File: src/rtl/axi_ram_pkg.sv
// Shared AXI constants and controller state encoding for the axi_ram master/slave pair.
package axi_ram_pkg;
    localparam logic [1:0] AXI_BURST_INCR = 2'b01;
    localparam logic [1:0] AXI_RESP_OKAY  = 2'b00;
    localparam logic [2:0] AXI_SIZE_4B    = 3'd2;

    typedef enum logic [2:0] {IDLE, AR, R, AW, W, B} axi_state_e;
endpackage

File: src/rtl/axi_ram_mst_ctl.sv
// Single-request to AXI3 initiator: INCR read bursts of len+1 beats, single-beat writes.
// One transaction in flight; every output comes straight from a flop.
module axi_ram_mst_ctl
    import axi_ram_pkg::*;
#(
    parameter logic [3:0] AXI_ID = 4'b0011
) (
    input  logic        clock,
    input  logic        reset,
    input  logic        io_req_valid,
    output logic        io_req_ready,
    input  logic        io_req_wen,
    input  logic [31:0] io_req_adr,
    input  logic [3:0]  io_req_len,
    input  logic [31:0] io_req_wdat,
    input  logic [3:0]  io_req_wstrb,
    output logic        io_rsp_valid,
    output logic [31:0] io_rsp_rdat,
    output logic        io_rsp_last,
    output logic        io_rsp_err,
    input  logic        io_axi_slv_ar_chl_ready,
    output logic        io_axi_slv_ar_chl_valid,
    output logic [3:0]  io_axi_slv_ar_chl_bits_arid,
    output logic [31:0] io_axi_slv_ar_chl_bits_araddr,
    output logic [2:0]  io_axi_slv_ar_chl_bits_arsize,
    output logic [3:0]  io_axi_slv_ar_chl_bits_arlen,
    output logic [1:0]  io_axi_slv_ar_chl_bits_arbusrt,
    output logic [1:0]  io_axi_slv_ar_chl_bits_arlock,
    output logic [1:0]  io_axi_slv_ar_chl_bits_arcache,
    output logic [1:0]  io_axi_slv_ar_chl_bits_arprot,
    output logic        io_axi_slv_r_chl_ready,
    input  logic        io_axi_slv_r_chl_valid,
    input  logic [31:0] io_axi_slv_r_chl_bits_rdata,
    input  logic [3:0]  io_axi_slv_r_chl_bits_rid,
    input  logic [1:0]  io_axi_slv_r_chl_bits_rresp,
    input  logic        io_axi_slv_r_chl_bits_rlast,
    input  logic        io_axi_slv_aw_chl_ready,
    output logic        io_axi_slv_aw_chl_valid,
    output logic [3:0]  io_axi_slv_aw_chl_bits_awid,
    output logic [31:0] io_axi_slv_aw_chl_bits_awaddr,
    output logic [2:0]  io_axi_slv_aw_chl_bits_awsize,
    output logic [3:0]  io_axi_slv_aw_chl_bits_awlen,
    output logic [1:0]  io_axi_slv_aw_chl_bits_awbusrt,
    output logic [1:0]  io_axi_slv_aw_chl_bits_awlock,
    output logic [1:0]  io_axi_slv_aw_chl_bits_awcache,
    output logic [1:0]  io_axi_slv_aw_chl_bits_awprot,
    input  logic        io_axi_slv_w_chl_ready,
    output logic        io_axi_slv_w_chl_valid,
    output logic [31:0] io_axi_slv_w_chl_bits_wdata,
    output logic [3:0]  io_axi_slv_w_chl_bits_wid,
    output logic [3:0]  io_axi_slv_w_chl_bits_wstrb,
    output logic        io_axi_slv_w_chl_bits_wlast,
    output logic        io_axi_slv_b_chl_ready,
    input  logic        io_axi_slv_b_chl_valid,
    input  logic [3:0]  io_axi_slv_b_chl_bits_bid,
    input  logic [1:0]  io_axi_slv_b_chl_bits_bresp
);

    axi_state_e  state_q, state_d;
    logic        req_ready_q, req_ready_d;
    logic [31:0] adr_q, adr_d, wdat_q, wdat_d;
    logic [3:0]  len_q, len_d, wstrb_q, wstrb_d;
    logic [3:0]  id_q, id_d;
    logic [2:0]  size_q, size_d;
    logic [1:0]  burst_q, burst_d;
    logic        arvalid_q, arvalid_d, rready_q, rready_d;
    logic        awvalid_q, awvalid_d, wvalid_q, wvalid_d, wlast_q, wlast_d;
    logic        bready_q, bready_d;
    logic        rsp_valid_q, rsp_valid_d, rsp_last_q, rsp_last_d, rsp_err_q, rsp_err_d;
    logic [31:0] rsp_rdat_q, rsp_rdat_d;
    logic        err_q, err_d;
    logic [3:0]  cnt_q, cnt_d;
    logic        beat_err;

    always_comb begin
        state_d     = state_q;
        req_ready_d = 1'b0;
        adr_d       = adr_q;
        len_d       = len_q;
        wdat_d      = wdat_q;
        wstrb_d     = wstrb_q;
        id_d        = id_q;
        size_d      = size_q;
        burst_d     = burst_q;
        arvalid_d   = arvalid_q;
        rready_d    = rready_q;
        awvalid_d   = awvalid_q;
        wvalid_d    = wvalid_q;
        wlast_d     = wlast_q;
        bready_d    = bready_q;
        rsp_valid_d = 1'b0;
        rsp_rdat_d  = '0;
        rsp_last_d  = 1'b0;
        rsp_err_d   = 1'b0;
        err_d       = err_q;
        cnt_d       = cnt_q;
        beat_err    = 1'b0;
        case (state_q)
            IDLE: begin
                req_ready_d = 1'b1;
                if (io_req_valid && req_ready_q) begin
                    req_ready_d = 1'b0;
                    adr_d   = io_req_adr;
                    len_d   = io_req_len;
                    wdat_d  = io_req_wdat;
                    wstrb_d = io_req_wstrb;
                    id_d    = AXI_ID;
                    size_d  = AXI_SIZE_4B;
                    burst_d = AXI_BURST_INCR;
                    err_d   = 1'b0;
                    cnt_d   = '0;
                    if (io_req_wen) begin
                        state_d   = AW;
                        awvalid_d = 1'b1;
                    end else begin
                        state_d   = AR;
                        arvalid_d = 1'b1;
                    end
                end
            end
            AR: if (arvalid_q && io_axi_slv_ar_chl_ready) begin
                arvalid_d = 1'b0;
                rready_d  = 1'b1;
                state_d   = R;
            end
            R: if (io_axi_slv_r_chl_valid && rready_q) begin
                // rlast must land exactly on beat len; early ends the burst, late keeps draining
                beat_err = (io_axi_slv_r_chl_bits_rresp != AXI_RESP_OKAY) ||
                           (io_axi_slv_r_chl_bits_rid != AXI_ID) ||
                           (io_axi_slv_r_chl_bits_rlast ? (cnt_q < len_q) : (cnt_q >= len_q));
                err_d       = err_q | beat_err;
                rsp_valid_d = 1'b1;
                rsp_rdat_d  = io_axi_slv_r_chl_bits_rdata;
                rsp_err_d   = err_d;
                if (cnt_q != 4'hF)
                    cnt_d = cnt_q + 4'd1;
                if (io_axi_slv_r_chl_bits_rlast) begin
                    rsp_last_d  = 1'b1;
                    rready_d    = 1'b0;
                    req_ready_d = 1'b1;
                    state_d     = IDLE;
                end
            end
            AW: if (awvalid_q && io_axi_slv_aw_chl_ready) begin
                awvalid_d = 1'b0;
                wvalid_d  = 1'b1;
                wlast_d   = 1'b1;
                state_d   = W;
            end
            W: if (wvalid_q && io_axi_slv_w_chl_ready) begin
                wvalid_d = 1'b0;
                wlast_d  = 1'b0;
                bready_d = 1'b1;
                state_d  = B;
            end
            B: if (io_axi_slv_b_chl_valid && bready_q) begin
                err_d = err_q || (io_axi_slv_b_chl_bits_bresp != AXI_RESP_OKAY) ||
                        (io_axi_slv_b_chl_bits_bid != AXI_ID);
                rsp_valid_d = 1'b1;
                rsp_last_d  = 1'b1;
                rsp_err_d   = err_d;
                bready_d    = 1'b0;
                req_ready_d = 1'b1;
                state_d     = IDLE;
            end
            default: state_d = IDLE;
        endcase
    end

    always_ff @(posedge clock) begin
        if (!reset) begin
            state_q     <= IDLE;
            req_ready_q <= 1'b0;
            adr_q       <= '0;
            len_q       <= '0;
            wdat_q      <= '0;
            wstrb_q     <= '0;
            id_q        <= '0;
            size_q      <= '0;
            burst_q     <= '0;
            arvalid_q   <= 1'b0;
            rready_q    <= 1'b0;
            awvalid_q   <= 1'b0;
            wvalid_q    <= 1'b0;
            wlast_q     <= 1'b0;
            bready_q    <= 1'b0;
            rsp_valid_q <= 1'b0;
            rsp_rdat_q  <= '0;
            rsp_last_q  <= 1'b0;
            rsp_err_q   <= 1'b0;
            err_q       <= 1'b0;
            cnt_q       <= '0;
        end else begin
            state_q     <= state_d;
            req_ready_q <= req_ready_d;
            adr_q       <= adr_d;
            len_q       <= len_d;
            wdat_q      <= wdat_d;
            wstrb_q     <= wstrb_d;
            id_q        <= id_d;
            size_q      <= size_d;
            burst_q     <= burst_d;
            arvalid_q   <= arvalid_d;
            rready_q    <= rready_d;
            awvalid_q   <= awvalid_d;
            wvalid_q    <= wvalid_d;
            wlast_q     <= wlast_d;
            bready_q    <= bready_d;
            rsp_valid_q <= rsp_valid_d;
            rsp_rdat_q  <= rsp_rdat_d;
            rsp_last_q  <= rsp_last_d;
            rsp_err_q   <= rsp_err_d;
            err_q       <= err_d;
            cnt_q       <= cnt_d;
        end
    end

    assign io_req_ready  = req_ready_q;
    assign io_rsp_valid  = rsp_valid_q;
    assign io_rsp_rdat   = rsp_rdat_q;
    assign io_rsp_last   = rsp_last_q;
    assign io_rsp_err    = rsp_err_q;

    assign io_axi_slv_ar_chl_valid        = arvalid_q;
    assign io_axi_slv_ar_chl_bits_arid    = id_q;
    assign io_axi_slv_ar_chl_bits_araddr  = adr_q;
    assign io_axi_slv_ar_chl_bits_arsize  = size_q;
    assign io_axi_slv_ar_chl_bits_arlen   = len_q;
    assign io_axi_slv_ar_chl_bits_arbusrt = burst_q;
    assign io_axi_slv_ar_chl_bits_arlock  = 2'b00;
    assign io_axi_slv_ar_chl_bits_arcache = 2'b00;
    assign io_axi_slv_ar_chl_bits_arprot  = 2'b00;
    assign io_axi_slv_r_chl_ready         = rready_q;

    assign io_axi_slv_aw_chl_valid        = awvalid_q;
    assign io_axi_slv_aw_chl_bits_awid    = id_q;
    assign io_axi_slv_aw_chl_bits_awaddr  = adr_q;
    assign io_axi_slv_aw_chl_bits_awsize  = size_q;
    assign io_axi_slv_aw_chl_bits_awlen   = 4'd0;
    assign io_axi_slv_aw_chl_bits_awbusrt = burst_q;
    assign io_axi_slv_aw_chl_bits_awlock  = 2'b00;
    assign io_axi_slv_aw_chl_bits_awcache = 2'b00;
    assign io_axi_slv_aw_chl_bits_awprot  = 2'b00;

    assign io_axi_slv_w_chl_valid         = wvalid_q;
    assign io_axi_slv_w_chl_bits_wdata    = wdat_q;
    assign io_axi_slv_w_chl_bits_wid      = id_q;
    assign io_axi_slv_w_chl_bits_wstrb    = wstrb_q;
    assign io_axi_slv_w_chl_bits_wlast    = wlast_q;
    assign io_axi_slv_b_chl_ready         = bready_q;

endmodule

File: config.mk
export PLATFORM = sky130hd
export DESIGN_NAME = axi_ram_mst_ctl
export DESIGN_NICKNAME = d
export VERILOG_FILES = /design/src/rtl/axi_ram_pkg.sv /design/src/rtl/axi_ram_mst_ctl.sv
export SDC_FILE = /design/constraint.sdc
export NUM_CORES = 1
export LEC_CHECK = 0
export ABC_CLOCK_PERIOD_IN_PS = 2200
export CORE_AREA = 2 2 119 121
export DETAILED_ROUTE_END_ITERATION = 12
export DIE_AREA = 0 0 121 123
export PLACE_DENSITY = 0.77
export SYNTH_ARGS = -nofsm -noshare
export SYNTH_HDL_FRONTEND = slang
export SYNTH_SLANG_ARGS = --single-unit
File: constraint.sdc
create_clock -name clock -period 2.2 [get_ports clock]
set_input_delay 0.44 -clock clock [delete_from_list [all_inputs] [get_ports clock]]
set_output_delay 0.44 -clock clock [all_outputs]
set_load 0.005 [all_outputs]
Yosys cells after proc, flatten, opt, wreduce, memory -nomap -nowiden

Index checks and enable logic that the tools add are counted.

Register bits after elaboration: 123
Output and inout bits: 184

Add/sub/neg operators: 1
Order comparisons: 2
Equality and inequality tests: 18
Mux-type cells: 47
Bitwise operators: 1
Reduce and logical (&&, ||, !) cells: 30

Operators by type and width:

| cell                                                                   | number |
|---|---|
| 1-bit 2-to-1 mux                                                       | 24 |
| 3-bit 2-to-1 mux                                                       | 7 |
| 2-bit != test (second input constant)                                  | 10 |
| 4-bit AND reduction                                                    | 5 |
| 3-bit case mux with 6 select lines                                     | 1 |
| 1-bit case mux with 2 select lines                                     | 8 |
| 2-bit nonzero test                                                     | 8 |
| 4-bit 2-to-1 mux                                                       | 3 |
| 3-bit AND reduction                                                    | 3 |
| 4-bit by 2-bit != test with 1-bit output (second input constant)       | 2 |
| 4-bit case mux with 2 select lines                                     | 1 |
| 7-bit AND reduction                                                    | 1 |
| 3-bit by 2-bit equality test with 1-bit output (second input constant) | 2 |
| 3-bit equality test (second input constant)                            | 2 |
| 1-bit logical AND                                                      | 6 |
| 1-bit case mux with 3 select lines                                     | 2 |
| 4-bit by 1-bit adder with 4-bit output (second input constant)         | 1 |
| 4-bit >= comparator                                                    | 1 |
| 1-bit logical OR                                                       | 4 |
| 4-bit less-than comparator                                             | 1 |
| 4-bit != test (second input constant)                                  | 1 |
| 3-bit by 1-bit equality test with 1-bit output (second input constant) | 1 |
| 3-bit logical NOT                                                      | 1 |
| 3-bit nonzero test                                                     | 1 |
| 3 further kinds                                                        | 3 |

Longest topological paths before layout

Gate-level depths: netlist of run 1.

Depth after elaboration: 6
Mapped depth: 7
Mapped depth without buffers: 7

Worst setup path before layout of run 1

No wires, ideal clock.

Path type: input-to-reg
Start: input io_axi_slv_r_chl_bits_rid[3]
End: register rsp_err_q (netlist: io_rsp_err)
Setup time: 0.123 ns
Arrival: 1.701 ns
Data required time: 2.077 ns
Slack: 0.376 ns
Cell stages on the path: 4
Path through: or4b_1 -> a2111oi_2 -> and3b_1 -> or2_2

Word-level cells in the longest chain between the ends: 6

RTL lines:

| element                                  | RTL line               | source |
|---|---|---|
| start: declaration                       | axi_ram_mst_ctl.sv:34  | `input logic [3:0] io_axi_slv_r_chl_bits_rid,` |
| 4-bit by 2-bit != test with 1-bit output | axi_ram_mst_ctl.sv:129 | `(io_axi_slv_r_chl_bits_rid != AXI_ID) \|\|` |
| 1-bit logical OR                         | axi_ram_mst_ctl.sv:128 | `beat_err = (io_axi_slv_r_chl_bits_rresp != AXI_RESP_OKAY) \|\|` |
| 1-bit logical OR                         | axi_ram_mst_ctl.sv:129 |  |
| 1-bit bitwise OR                         | axi_ram_mst_ctl.sv:131 | `err_d = err_q \| beat_err;` |
| 1-bit 2-to-1 mux                         | axi_ram_mst_ctl.sv:126 | `R: if (io_axi_slv_r_chl_valid && rready_q) begin` |
| 1-bit case mux with 2 select lines       | axi_ram_mst_ctl.sv:98  | `case (state_q)` |
| end signal: assignment                   | axi_ram_mst_ctl.sv:212 | `rsp_err_q <= rsp_err_d;` |
| end: declaration                         | axi_ram_mst_ctl.sv:69  | `logic rsp_valid_q, rsp_valid_d, rsp_last_q, rsp_last_d, rsp_err_q, rsp_err_d;` |

Every way passes these cells.
A chain may end at the register's enable or synchronous reset.

Worst setup path in the final report of run 1

Start: register state_q[0]
End: register state_q[1]

Word-level cells in the longest chain between the ends: 3

RTL lines:

| element                                     | RTL line               | source |
|---|---|---|
| start: declaration                          | axi_ram_mst_ctl.sv:59  | `axi_state_e state_q, state_d;` |
| start signal: assignment                    | axi_ram_mst_ctl.sv:194 | `state_q <= state_d;` |
| 3-bit equality test (tied with other cells) | axi_ram_mst_ctl.sv:98  |  |
| 2-bit != test (no line)                     | -                      |  |
| 7-bit AND reduction (no line)               | -                      |  |

Parallel ways exist; a longest one is shown, timed or not.

==> results of run 1 <==
==> power by group <==
part,total [mW],internal [mW],switching (mW),leakage [nW]
clock network,2.86,1.92,0.940,0.302
logic,1.99,1.13,0.860,1.68
registers,2.69,2.46,0.225,0.989
==> kinds of logic after synthesis <==
| family | share of synthesized area |
|---|---|
| flip-flops | 0.507 |
| buffers and inverters | 0.142 |
| AO/OA/AOI/OAI | 0.114 |
| multiplexers | 0.00208 |
| XOR/XNOR | 0.00364 |
| adder cells (fa/ha/maj) | 0.0130 |
| other | 0.000779 |
| AND/OR/NAND/NOR | 0.218 |
==> flip-flops by register name, summed over array words and instances (netlist names) <==
register	cells
io_axi_slv_ar_chl_bits_arid	1
io_axi_slv_ar_chl_bits_arlen	4
io_rsp_err	1
io_rsp_last	1
io_rsp_valid	1
io_axi_slv_b_chl_ready	1
io_rsp_rdat	32
io_axi_slv_ar_chl_valid	1
io_axi_slv_w_chl_bits_wstrb	4
state_q	3
io_axi_slv_aw_chl_valid	1
io_axi_slv_w_chl_bits_wdata	32
err_q	1
cnt_q	4
io_axi_slv_w_chl_bits_wlast	1
io_req_ready	1
io_axi_slv_r_chl_ready	1
io_axi_slv_ar_chl_bits_araddr	32
==> Yosys cell counts, drive strengths merged (3+ instances only) <==
master and number:
nor2 18, o211ai 3, nand4 6, a21oi 79, nor2b 3, buf 82
clkbuf 19, inv 9, ha 5, and2 33, nor3 4, nand2 158
dfxtp 122, nand3 6
==> path summary, 6_finish.rpt <==
check / to / slack, ns / cells past startpoint
worst min register to register: io_axi_slv_w_chl_bits_wdata[14] / 0.45 / 2
worst max register to register: state_q[1] / 0.22 / 5
worst min-delay path: io_axi_slv_w_chl_bits_wdata[14] / 0.45 / 2
worst max-delay path: state_q[1] / 0.22 / 5
==> routing by layer <==
metal  GRT usage  routed length [µm]  part of all wire
met3      0.0687                1110             0.078
met5           0                   0                 0
met4      0.0836                 290             0.020
met1       0.221                5790              0.41
met2       0.304                7080              0.50
==> through the flow <==
| stage | utilization | hold WS, ns | cells | cell area [µm²] |
|---|---|---|---|---|
| CTS | 0.591 | 0.452 | 1002 | 8050 |
| global route | 0.592 | 0.467 | 1003 | 8050 |
| global placement | 0.546 | 0.441 | 971 | 7430 |
| finish | 0.592 | 0.450 | 1003 | 8050 |
| detailed placement | 0.546 | 0.446 | 971 | 7430 |
| floorplan | - | 0.453 | 601 | 4910 |
==> final cells by class <==
cell class              count  area, µm²
multi-input cells         369       1800
fillers                  1229       5560
repair buffers            291       2940
clock buffers              24        502
well taps                 180        225
inverters                   9       33.8
clock inverters             7        113
flip-flops and latches    122       2440
diodes                      1       2.50
==> critical path: stages, from the launching register on <==
cell and delay, ns:
dfxtp_1 0.69, or3b_2 0.30, o21a_1 0.16, nand4_1 0.14
or4_1 0.50, a21oi_1 0.13
==> key figures, run 1 <==
Worst setup path
  • Critical Path End Type: flop
  • Critical Path AT: 2.32 ns
  • Reg-to-reg startpoint: state_q[0]
  • Crit-path max FO: 19
  • CP Launch Point: state_q[0]
  • Critical path class: reg -> reg
  • Critical path required time: 2.55 ns
  • Critical Path Start Type: flop

Clock tree
  • CTS H-Tree Depth: 4
  • Clock-pin slew on the worst setup and hold paths: 0.05 ns
  • CTS Buf Count: 17
  • CTS max path bufs: 2
  • Cts hold-fix bufs: 0
  • Clk_lat worst skew: 0.41 ns
  • Setup Buffers After CTS: 0
  • Clk root buf: clkbuf_16
  • CTS tree: built
  • CTS Sinks: 122
  • Post-CTS Resized: 0

Synth
  • Ys Warns: 0
  • Synth area leader: dfxtp_1
  • Top FF cell, synth: dfxtp_1
  • Cells after Synth: 574
  • Synth Area per Inst: 8.39 µm²
  • Ys async rst share: 0
  • Synth top area cells: dfxtp_1, nand2_1, buf_4, a21oi_1, and2_1
  • Sequential-to-total area share from yosys stat: 0.507
  • EDFF count, synth: 0
  • Synthesis-stage register bit count: 122
  • Synth top area share: 0.507
  • Cell area after synthesis: 4810 µm²
  • Library cells used by synthesis: 40

Detailed routing
  • Post-route ant nets: 0
  • Wirelength per Cell: 14.2 µm
  • Vias after detailed routing: 4,443
  • Initial drt markers: 136
  • Total wire length: 14,300 µm
  • Drt first pass iters: 4
  • DRC Markers: 0
  • Via density: 4.43

STA
  • RSZ-0062 raised after global routing: false
  • Worst relative slew slack: 0.609
  • Setup TNS: 0 ns
  • Pins Over Slew Limit: 0
  • Final min period: 1.98 ns
  • Worst slew pin tran: 0.586 ns
  • Final worst slack: 0.224 ns
  • Post-route clock period utilization: 0.898
  • Endpoints failing setup: 0
  • Hold Fails Final Rpt: 0
  • Worst Skew: 0.00496 ns
  • F_max: 506 MHz

GRT
  • GRT Overall Usage: 0.187
  • Initial antenna violation count: 1
  • Number of global-route vias before repair: 4,038
  • Overflow after GRT: 0
  • Global-route wire length before repair: 21,300 µm
  • Largest net degree at the start of global routing: 59

Floorplan
  • Core area: 13,600 µm²
  • Die width: 121 µm
  • Die H: 123 µm
  • # rows: 43
  • Die area: 14,900 µm²
  • Starting Density: 0.354
  • Num ports: 310

Flow run
  • MaxCap Viol Count: 0

Power
  • Overall Power: 7.53 mW
  • Pwr Density: 936 nW/µm²
  • LEAKAGE: 2.97 nW
  • Maximum VDD drop: 541 µV

Cells and area
  • Final #Nets: 941
  • Fraction of final layout cells sized beyond drive strength 1: 0.0584
  • Area grow syn2layout: 67.3%
  • Commonest non-fill, non-tap cell in the layout: clkdlybuf4s50_1
  • Most frequent cells in the layout: clkdlybuf4s50_1, nand2_1, dfxtp_1, a21oi_1, and2_1

Min path
  • Hold Path Class: reg -> reg
  • Hold path start: io_axi_slv_w_chl_bits_wdata[14]

Placed design
  • Pre-CTS WS: -0.158 ns
  • Port buffer count: 281
  • GP Congestion: 0.754
  • Dpl hpwl: 10,800 µm

Outcome
  • Status: complete, no violations
Note: power is estimated with default switching activity, not from simulation.
==> run 2, diff against run 1 <==
--- a/config.mk
+++ b/config.mk
@@ -9,7 +9,7 @@
 export CORE_AREA = 2 2 119 121
 export DETAILED_ROUTE_END_ITERATION = 12
 export DIE_AREA = 0 0 121 123
-export PLACE_DENSITY = 0.77
+export PLACE_DENSITY = 0.79
 export SYNTH_ARGS = -nofsm -noshare
 export SYNTH_HDL_FRONTEND = slang
 export SYNTH_SLANG_ARGS = --single-unit
==> run 2 against run 1 <==
  * Via count grew 1.3%
  * Worst setup slack gained 0.081 ns
  * Core utilization shrank 0.31 points
  * Fmax grew 4.3%
  * First-iteration DRC count grew 74%
  * Largest cell class unchanged
==> key figures, run 2 (synthesized netlist as in run 1, its figures left out) <==
Worst setup path
  • Crit-path max FO: 11
  • Critical Path Start Type: flop
  • Setup slack, reg-to-reg: 0.32 ns
  • Critical path required time: 1.76 ns
  • Reg-to-reg startpoint: state_q[2]
  • Worst r2r dst: err_q
  • Critical path class: reg -> out
  • Worst path slowest cell: clkdlybuf4s50_1
  • Critical Path End Type: primary output
  • Worst reg-to-reg path cell count: 5
  • Bufs and invs on worst path: 1
  • CP Launch Point: io_axi_slv_ar_chl_bits_arid[0]
  • Max stage delay on crit path: 0.57 ns
  • Critical Path AT: 1.46 ns
  • Critical path's top delay family: buffers and inverters
  • Crit path cell chain: clkdlybuf4s50_1

Clock tree
  • CTS tree: built
  • Cts hold-fix bufs: 0
  • Clk_lat worst skew: 0.41 ns
  • Clock-pin slew on the worst setup and hold paths: 0.05 ns
  • CTS H-Tree Depth: 4
  • CTS max path bufs: 2
  • Setup Buffers After CTS: 0
  • Clk root buf: clkbuf_16
  • Post-CTS Resized: 0
  • CTS Sinks: 122
  • CTS Buf Count: 17

Detailed routing
  • Initial drt markers: 236
  • Vias after detailed routing: 4,502
  • Post-route ant nets: 0
  • Via density: 4.49
  • Wirelength per Cell: 14.2 µm
  • Total wire length: 14,300 µm
  • Drt first pass iters: 4
  • DRC Markers: 0

Power
  • Maximum VDD drop: 426 µV
  • Sw frac: 0.274
  • Comb pwr share: 0.271
  • Clock power frac: 0.371
  • Overall Power: 7.46 mW
  • Cell Int Power: 5.42 mW
  • Pwr Density: 932 nW/µm²
  • Sw Pwr: 2.04 mW
  • Seq pwr share: 0.359
  • LEAKAGE: 2.95 nW

STA
  • Worst Skew: 0.00789 ns
  • Hold Slack: 0.450 ns
  • Post-route clock period utilization: 0.861
  • Endpoints failing setup: 0
  • Pins Over Slew Limit: 0
  • F_max: 528 MHz
  • RSZ-0062 raised after global routing: false
  • Hold Fails Final Rpt: 0
  • Final min period: 1.90 ns

Flow run
  • MaxCap Viol Count: 0

Cells and area
  • Final Util: 0.588
  • Area grow syn2layout: 66.4%
  • Antenna Cells: 0
  • Most frequent cells in the layout: clkdlybuf4s50_1, nand2_1, dfxtp_1, a21oi_1, and2_1
  • Final #Nets: 942
  • Commonest non-fill, non-tap cell in the layout: clkdlybuf4s50_1
  • FILL cells: 1,173
  • Fraction of final layout cells sized beyond drive strength 1: 0.0572
  • Final standard cell area without fillers: 8010 µm²

Min path
  • Hold Path Sink: io_axi_slv_w_chl_bits_wdata[15]
  • Hold Crit Depth: 2
  • Hold Path Class: reg -> reg
  • Hold path start: io_axi_slv_w_chl_bits_wdata[15]

Outcome
  • Status: complete, no violations

GRT
  • Number of global-route vias before repair: 4,213
  • Global-route wire length before repair: 21,500 µm
  • Largest net degree at the start of global routing: 75
  • GRT Overall Usage: 0.188
  • Overflow after GRT: 0
  • Initial antenna violation count: 0

Floorplan
  • Die width: 121 µm
  • Starting Density: 0.354
  • Die H: 123 µm
  • Die area: 14,900 µm²
  • Core area: 13,600 µm²
  • # rows: 43
  • Num ports: 310

Placed design
  • Dpl hpwl: 10,900 µm
  • GP Congestion: 0.762
  • Placed cell area: 7420 µm²
  • Port buffer count: 281
## run 2: layer usage
layer	part of all wire	vias up	track usage
met1	0.39	2049	0.216
met3	0.089	24	0.0720
li1	-	2238	-
met5	0	-	0
met4	0.024	0	0.0836
met2	0.50	191	0.313
## run 2: worst max path at each step
stage / to / cells past startpoint
3_3_place_gp: io_rsp_err / 5
2_1_floorplan: io_rsp_err / 4
5_1_grt: err_q / 5
4_1_cts: io_axi_slv_ar_chl_bits_arsize[1] / 1
3_5_place_dp: io_rsp_err / 5
6_report: io_axi_slv_ar_chl_bits_arsize[1] / 1
## run 2: power groups by stage
stage	Clock, mW	Sequential, mW	Combinational, mW
after floorplan	0	2.67	1.09
after global placement	0	2.71	2.01
after detailed placement	0	2.73	2.03
after CTS	2.83	2.68	2.04
after global routing	2.93	2.72	2.22
final	2.77	2.68	2.02
## run 2: cell type report
cell class,instances,area [µm²],area share
Timing Repair Buffer,292,2920,0.365
Sequential cell,122,2440,0.305
Tap cell,180,225,0.0281
Clock buffer,22,464,0.0580
Clock inverter,8,120,0.0150
Inverter,9,33.8,0.00422
Multi-Input combinational cell,369,1800,0.225
## run 2: stage by stage
step                      worst slack, ns  cells  setup TNS, ns
final                               0.305   1002              0
after global routing                0.157   1002              0
after CTS                           0.270   1002              0
after detailed placement           -0.123    972         -0.246
after global placement             -0.123    972         -0.234
after floorplan                     0.376    601              0
